===== src/rtl/grid_render_pkg.sv =====
// Shared types and constants for the grid renderer and its colour palette.
package grid_render_pkg;

    localparam int unsigned GRID_ROWS = 22;
    localparam int unsigned GRID_COLS = 10;
    localparam int unsigned COLOR_W   = 3;
    localparam int unsigned RGB_W     = 12;
    localparam int unsigned ROW_W     = $clog2(GRID_ROWS);
    localparam int unsigned COL_W     = $clog2(GRID_COLS);

    typedef logic [RGB_W-1:0] rgb12_t;

    typedef enum logic [COLOR_W-1:0] {
        CL0, CL1, CL2, CL3, CL4, CL5, CL6, CL7
    } color_t;

    typedef logic [GRID_ROWS-1:0][GRID_COLS-1:0][COLOR_W-1:0] grid_t;

    localparam rgb12_t PAL_CL0     = 12'h000;
    localparam rgb12_t PAL_CL1     = 12'h0FF;
    localparam rgb12_t PAL_CL2     = 12'h00F;
    localparam rgb12_t PAL_CL3     = 12'hF80;
    localparam rgb12_t PAL_CL4     = 12'hFF0;
    localparam rgb12_t PAL_CL5     = 12'h0F0;
    localparam rgb12_t PAL_CL6     = 12'hA0F;
    localparam rgb12_t PAL_CL7     = 12'hF00;
    localparam rgb12_t RGB_BLACK   = 12'h000;
    localparam rgb12_t RGB_WHITE   = 12'hFFF;
    localparam rgb12_t RGB_LATTICE = 12'h333;

    typedef enum logic [1:0] {
        REG_BACK,
        REG_BORDER,
        REG_INSIDE
    } region_t;

    typedef enum logic {
        ST_SHOW,
        ST_PENDING
    } snap_state_t;

    // Stage-1 pixel context; row/col are zero unless region is REG_INSIDE.
    typedef struct packed {
        region_t          region;
        logic [ROW_W-1:0] row;
        logic [COL_W-1:0] col;
        logic             de;
        logic             hs;
        logic             vs;
    } s1_t;

endpackage


===== src/rtl/grid_render_color_palette.sv =====
// Combinational colour-code to 12-bit RGB lookup, shared by any grid-style display.
module color_palette
    import grid_render_pkg::*;
(
    input  color_t code_i,
    output rgb12_t rgb_c_o
);

    always_comb begin
        rgb_c_o = RGB_BLACK;
        unique case (code_i)
            CL0:     rgb_c_o = PAL_CL0;
            CL1:     rgb_c_o = PAL_CL1;
            CL2:     rgb_c_o = PAL_CL2;
            CL3:     rgb_c_o = PAL_CL3;
            CL4:     rgb_c_o = PAL_CL4;
            CL5:     rgb_c_o = PAL_CL5;
            CL6:     rgb_c_o = PAL_CL6;
            CL7:     rgb_c_o = PAL_CL7;
            default: rgb_c_o = RGB_BLACK;
        endcase
    end

endmodule


===== src/rtl/grid_render.sv =====
// Game-grid to RGB renderer: tear-free shadow snapshot FSM plus a 2-stage pixel pipeline.
// Optional empty-cell lattice enabled by defining GRID_RENDER_GRIDLINES_EN.
module grid_render
    import grid_render_pkg::*;
#(
    parameter int unsigned CELL_LOG2 = 4,
    parameter int unsigned BOARD_X0  = 240,
    parameter int unsigned BOARD_Y0  = 80,
    parameter int unsigned FIRST_ROW = 1,
    parameter int unsigned BORDER_PX = 4
) (
    input  logic       clk,
    input  logic       rst,
    input  grid_t      grid,
    input  logic       grid_stable,
    input  logic       frame_start,
    input  logic [9:0] px_x,
    input  logic [9:0] px_y,
    input  logic       de_i,
    input  logic       hs_i,
    input  logic       vs_i,
    output rgb12_t     rgb,
    output logic       de_o,
    output logic       hs_o,
    output logic       vs_o,
    output logic       snap_ack,
    output logic       snap_miss
);

    localparam int unsigned PX_W     = 10;
    localparam int unsigned CRD_W    = PX_W + 1;
    localparam int unsigned VIS_ROWS = GRID_ROWS - 1 - FIRST_ROW;

    localparam logic signed [CRD_W-1:0] ZERO  = '0;
    localparam logic signed [CRD_W-1:0] X0    = CRD_W'(BOARD_X0);
    localparam logic signed [CRD_W-1:0] Y0    = CRD_W'(BOARD_Y0);
    localparam logic signed [CRD_W-1:0] INT_W = CRD_W'(GRID_COLS << CELL_LOG2);
    localparam logic signed [CRD_W-1:0] INT_H = CRD_W'(VIS_ROWS << CELL_LOG2);
    localparam logic signed [CRD_W-1:0] BRD   = CRD_W'(BORDER_PX);

    // Snapshot FSM
    snap_state_t state_q, state_d;
    logic        ack_q, ack_d;
    logic        miss_q, miss_d;
    grid_t       shadow_q;

    always_comb begin
        state_d = state_q;
        ack_d   = 1'b0;
        miss_d  = 1'b0;
        unique case (state_q)
            ST_SHOW: begin
                if (frame_start) begin
                    if (grid_stable && !de_i) ack_d = 1'b1;
                    else state_d = ST_PENDING;
                end
            end
            ST_PENDING: begin
                // Active video wins over a late grid_stable so a frame never mixes snapshots.
                if (de_i) begin
                    miss_d  = 1'b1;
                    state_d = ST_SHOW;
                end else if (grid_stable) begin
                    ack_d   = 1'b1;
                    state_d = ST_SHOW;
                end
            end
            default: state_d = ST_SHOW;
        endcase
    end

    always_ff @(posedge clk) begin
        if (rst) begin
            state_q  <= ST_SHOW;
            ack_q    <= 1'b0;
            miss_q   <= 1'b0;
            shadow_q <= '0;
        end else begin
            state_q <= state_d;
            ack_q   <= ack_d;
            miss_q  <= miss_d;
            if (ack_d) shadow_q <= grid;
        end
    end

    // Stage 1: board-relative coordinates and region classification
    logic signed [CRD_W-1:0] dx, dy;
    logic                    in_x, in_y, near_x, near_y;
    s1_t                     s1_d, s1_q;

    always_comb begin
        dx     = $signed({1'b0, px_x}) - X0;
        dy     = $signed({1'b0, px_y}) - Y0;
        in_x   = (dx >= ZERO) && (dx < INT_W);
        in_y   = (dy >= ZERO) && (dy < INT_H);
        near_x = (dx >= -BRD) && (dx < INT_W + BRD);
        near_y = (dy >= -BRD) && (dy < INT_H + BRD);

        s1_d        = '0;
        s1_d.de     = de_i;
        s1_d.hs     = hs_i;
        s1_d.vs     = vs_i;
        s1_d.region = REG_BACK;
        if (in_x && in_y) begin
            s1_d.region = REG_INSIDE;
            s1_d.col    = COL_W'(dx >>> CELL_LOG2);
            s1_d.row    = ROW_W'(dy >>> CELL_LOG2) + ROW_W'(FIRST_ROW);
        end else if (near_x && near_y) begin
            s1_d.region = REG_BORDER;
        end
    end

`ifdef GRID_RENDER_GRIDLINES_EN
    logic line_d, line_q;
    assign line_d = (dx[CELL_LOG2-1:0] == '0) || (dy[CELL_LOG2-1:0] == '0);
`endif

    always_ff @(posedge clk) begin
        if (rst) begin
            s1_q <= '0;
`ifdef GRID_RENDER_GRIDLINES_EN
            line_q <= 1'b0;
`endif
        end else begin
            s1_q <= s1_d;
`ifdef GRID_RENDER_GRIDLINES_EN
            line_q <= line_d;
`endif
        end
    end

    // Stage 2: shadow lookup (indices are zero outside the board) and colour select
    color_t cell_code;
    rgb12_t pal_rgb;
    rgb12_t rgb_q, rgb_d;
    logic   de_q, hs_q, vs_q;

    assign cell_code = color_t'(shadow_q[s1_q.row][s1_q.col]);

    color_palette u_palette (
        .code_i  (cell_code),
        .rgb_c_o (pal_rgb)
    );

    always_comb begin
        rgb_d = RGB_BLACK;
        unique case (s1_q.region)
            REG_INSIDE: begin
                rgb_d = pal_rgb;
`ifdef GRID_RENDER_GRIDLINES_EN
                if (line_q && (cell_code == CL0)) rgb_d = RGB_LATTICE;
`endif
            end
            REG_BORDER: rgb_d = RGB_WHITE;
            default:    rgb_d = RGB_BLACK;
        endcase
        if (!s1_q.de) rgb_d = RGB_BLACK;
    end

    always_ff @(posedge clk) begin
        if (rst) begin
            rgb_q <= RGB_BLACK;
            de_q  <= 1'b0;
            hs_q  <= 1'b0;
            vs_q  <= 1'b0;
        end else begin
            rgb_q <= rgb_d;
            de_q  <= s1_q.de;
            hs_q  <= s1_q.hs;
            vs_q  <= s1_q.vs;
        end
    end

    assign rgb       = rgb_q;
    assign de_o      = de_q;
    assign hs_o      = hs_q;
    assign vs_o      = vs_q;
    assign snap_ack  = ack_q;
    assign snap_miss = miss_q;

endmodule


===== config.mk =====
export PLATFORM = sky130hd
export DESIGN_NAME = grid_render
export DESIGN_NICKNAME = d
export VERILOG_FILES = /design/src/rtl/grid_render_pkg.sv /design/src/rtl/grid_render_color_palette.sv /design/src/rtl/grid_render.sv
export SDC_FILE = /design/constraint.sdc
export NUM_CORES = 2
export LEC_CHECK = 0
export BUFFER_PORTS_ARGS = -buffer_cell sky130_fd_sc_hd__buf_2
export CAP_MARGIN = 20
export CORE_AREA = 3 3 275 277
export DETAILED_ROUTE_END_ITERATION = 6
export DIE_AREA = 0 0 278 280
export GPL_ROUTABILITY_DRIVEN = 0
export HOLD_SLACK_MARGIN = 0.08
export PLACE_DENSITY = 0.66
export SLEW_MARGIN = 5
export SYNTH_ARGS = -nofsm -noshare
export SYNTH_HDL_FRONTEND = slang
export SYNTH_SLANG_ARGS = --single-unit

===== constraint.sdc =====
create_clock -name clk -period 5.3 [get_ports clk]
set_input_delay 0 -clock clk [delete_from_list [all_inputs] [get_ports clk]]
set_output_delay 0 -clock clk [all_outputs]
set_load 0.02 [all_outputs]

==> out/qor.yml <==
yosys:
  synth-async-reset-ratio_pct: 0
  syn_inst: 3579
  avgSynthCellArea_sq_um: 8.307
  synth_edf_count: 0
  yosys_warnings: 0
  ys_ff_latch: 685
  yosysSeqAreaShare_pct: 46.13
  syn_area_sq_mm: 0.02973
  synth_nets: 4275
  synthFlopType: "dfxtp_1"
  ys_types: 64
setup_path:
  worstPathRequired_ps: 5790
  cp_slowest_cell: "dfxtp_4"
  worstSetupEndpointType: "flip-flop"
  critical_path.cell_chain: "buf_4, mux2i_1, o221ai_1, o22ai_1, nor3_1, nor3_1, nor4_2, nor3_4, ha_1, mux2i_1, o21ai_1"
  critPathLaunchType: "flip-flop"
  critical_path.max_fanout: 51
  cp.arrival_ps: 4430
  crit_type: "reg -> reg"
  cpPeakStageDelay_ps: 900
clock_network:
  root_buffer: "clkbuf_16"
  clkSinkCount: 685
  cts-htree-levels: 3
  path_clk_slew_ps: 60
  post_cts_resized: 0
  numCtsBuffers: 76
  cts_tree: "done"
  clock_latency_ps: 630
  cts_max_path_buffers: 3
route:
  drc: 0
  drtPass1Iterations: 6
  dr_total_vias: 32977
  via_per_inst: 5.521
  routed_wl_mm: 133.5
  antenna_left: 0
  wl_per_cell_um: 22.35
  drt_iter0_markers: 3293
cells_and_area:
  final_area_sq_mm: 0.04446
  fin_nets: 5634
  ff_latch_area_sq_mm: 0.01372
  multi_input_area_sq_mm: 0.01445
  nFillCells: 5824
  syn_to_final_growth_pct: 49.55
  drive_gt1_share_pct: 19.64
die:
  die_h_um: 280
  dieWidth_um: 278
  start_util_pct: 40.68
  core_sq_mm: 0.07308
  die_area_sq_mm: 0.07784
  num_io_pins: 704
  rows: 99
sta:
  max_freq_mhz: 253.9
  skew_ps: 23.87
  drv_slew: 0
  setup_viol: 0
  hold_viol: 0
  tns_ps: 0
  max_slew.worst_pin.slew_ps: 1425
  finalCriticalPeriod_ps: 3939
  period_share_pct: 74.33
  rsz0062_at_grt: "no"
  slew_headroom_pct: 5.007
power:
  combPwrFrac_pct: 12.6
  pwr-share-seq_pct: 43.6
  p_leak_uw: 0.01744
  swShare_pct: 25.35
  p_switching_uw: 3200
  vdd_drop_max_mv: 0.2088
  cellInternalPower_uw: 9423
  power_frac_clock_pct: 43.8
  power_per_cell_area_mw_per_mm2: 283.9
placed_design:
  dpl.hpwl_mm: 83.96
  io_buffers: 703
  dpl_cell_area_sq_mm: 0.03342
grt:
  antenna_found_initial: 13
  grt_max_degree: 225
  grt_overflow: 0
  grt_pass1_vias: 33302
  grt_pass1_wl_mm: 196.5
  grtUsageTotal_pct: 32.95
worst_hold_path:
  holdCritPathClass: "in -> reg"
run:
  max-cap-violations: 0
outcome:
  status: "finished, final reports clean"
-- stage by stage --
stage	hold WS [ps]	power (uW)	instances	utilization [%]	setup slack (ps)
global placement	209.4	6644	4981	45.73	1377
detailed placement	217.7	6654	4981	45.73	1278
finish	161.4	12620	5973	60.84	1361
global route	148.0	13030	5968	60.82	987.4
floorplan	72.38	6118	3579	-	2616
CTS	113.3	12580	5958	60.78	1262
-- kinds of logic (layout without fill, tap and decap cells) --
| group | after synthesis | in the layout | synth area share (%) |
|---|---|---|---|
| buf+inv | 314 | 1734 | 5.345 |
| other cells | 0 | 15 | 0 |
| xor+xnor | 9 | 9 | 0.2652 |
| flops | 685 | 685 | 46.13 |
| compound gates | 849 | 849 | 15.63 |
| fa+ha+maj | 9 | 9 | 0.3788 |
| mux | 231 | 231 | 12.87 |
| simple gates | 1482 | 1482 | 19.39 |
-- layer usage --
layer  vias up  GRT usage [%]  wire length [um]
li1      14886              -                 -
met1     15519          37.88             49180
met2      2002          55.00             63170
met3       566          7.622             11490
met4         4          22.17              9658
met5         -              0                27
-- flip-flops by register name, summed over array words and instances, names as in the netlist --
signal	cells
shadow_q	660
vs_o	1
rgb	5
de_o	1
hs_o	1
snap_ack	1
snap_miss	1
state_q	1
s1_q	14
-- power groups by stage --
stage               Clock (uW)  Sequential [uW]  Combinational [uW]
floorplan                    0             5530                 586
global placement             0             5610                1040
detailed placement           0             5610                1050
CTS                       5570             5490                1510
global route              5810             5510                1700
finish                    5530             5500                1590
-- cell usage in the layout (no fill, tap or decap), types with 4 or more instances in the layout --
cell type,Yosys,routed
mux2i_1,108,108
xnor2_1,7,7
clkinv_2,0,10
o221ai_1,40,40
nand2_1,1362,1361
o21ai_1,7,6
inv_1,12,10
o211ai_1,12,12
buf_4,15,30
bufinv_16,0,4
nor2b_1,16,14
o22ai_1,21,21
buf_12,15,12
clkbuf_16,0,77
ha_1,9,9
a31oi_1,4,4
dlygate4sd3_1,0,838
clkbuf_8,0,25
nor2_1,38,38
o21ai_0,27,27
mux2_2,14,14
nand4_1,4,4
mux4_2,74,74
clkbuf_1,233,13
a211oi_1,7,7
diode_2,0,15
buf_2,16,702
mux4_1,35,35
nand3_1,13,13
a21oi_1,698,698
a221o_1,4,4
dfxtp_1,685,680
nor3_1,21,21
a22oi_1,5,5
-- cells in the mapped netlist (3+ instances only) --
| library cell | number | area share, % |
|---|---|---|
| nor4_1 | 3 | 0.063 |
| xnor2_1 | 7 | 0.21 |
| a22oi_1 | 5 | 0.13 |
| or3_1 | 3 | 0.063 |
| o21ai_1 | 7 | 0.12 |
| nand2_1 | 1362 | 17 |
| clkbuf_1 | 233 | 2.9 |
| a211oi_1 | 7 | 0.18 |
| buf_4 | 15 | 0.38 |
| nand4_1 | 4 | 0.084 |
| nor2_1 | 38 | 0.48 |
| mux2_2 | 14 | 0.53 |
| nand3_1 | 13 | 0.22 |
| ha_1 | 9 | 0.38 |
| a31oi_1 | 4 | 0.084 |
| inv_1 | 12 | 0.15 |
| a221o_1 | 4 | 0.13 |
| nor2b_1 | 16 | 0.34 |
| and3_1 | 3 | 0.063 |
| o221ai_1 | 40 | 1.2 |
| nand2b_1 | 4 | 0.084 |
| o22ai_1 | 21 | 0.44 |
| o31ai_1 | 3 | 0.076 |
| o211ai_1 | 12 | 0.30 |
| mux2i_1 | 108 | 3.6 |
| buf_6 | 9 | 0.34 |
| buf_2 | 16 | 0.27 |
| a21oi_1 | 698 | 12 |
| mux4_2 | 74 | 5.6 |
| nor3_1 | 21 | 0.35 |
| buf_1 | 12 | 0.15 |
| buf_12 | 15 | 1.0 |
| o21ai_0 | 27 | 0.45 |
| mux4_1 | 35 | 3.1 |
| dfxtp_1 | 685 | 46 |
-- worst max-delay path, delay by kind of cell (launching register included) --
family          cells  cell delay [ps]
mux                 2              300
compound gates      3              470
buf+inv             1              560
fa+ha+maj           1              330
flops               1              900
simple gates        4             1160
-- path summary, 6_finish.rpt --
| check | cells after the start | end | startpoint | slack (ps) |
|---|---|---|---|---|
| setup reg to reg | 11 | rgb[10] | s1_q[7] | 1360 |
| hold / removal | 5 | s1_q[9] | px_y[5] | 160 |
| setup / recovery | 11 | rgb[10] | s1_q[7] | 1360 |
| hold reg to reg | 2 | shadow_q[47] | shadow_q[47] | 450 |
-- final cells by class --
type | instances | share of cell area [%]
clock inverters | 24 | 0.6698
clock buffers | 115 | 5.218
repair buffers | 1583 | 27.85
inverters | 12 | 0.1013
diodes | 15 | 0.08443
flip-flops and latches | 685 | 30.87
well taps | 959 | 2.699
multi-input cells | 2580 | 32.51
-- what timing repair did --
item	in CTS	in global routing
setup buffers	0	0
hold buffers	838	0
endpoints found under the hold margin	678	0
Note: power is estimated with default switching activity, not from simulation.
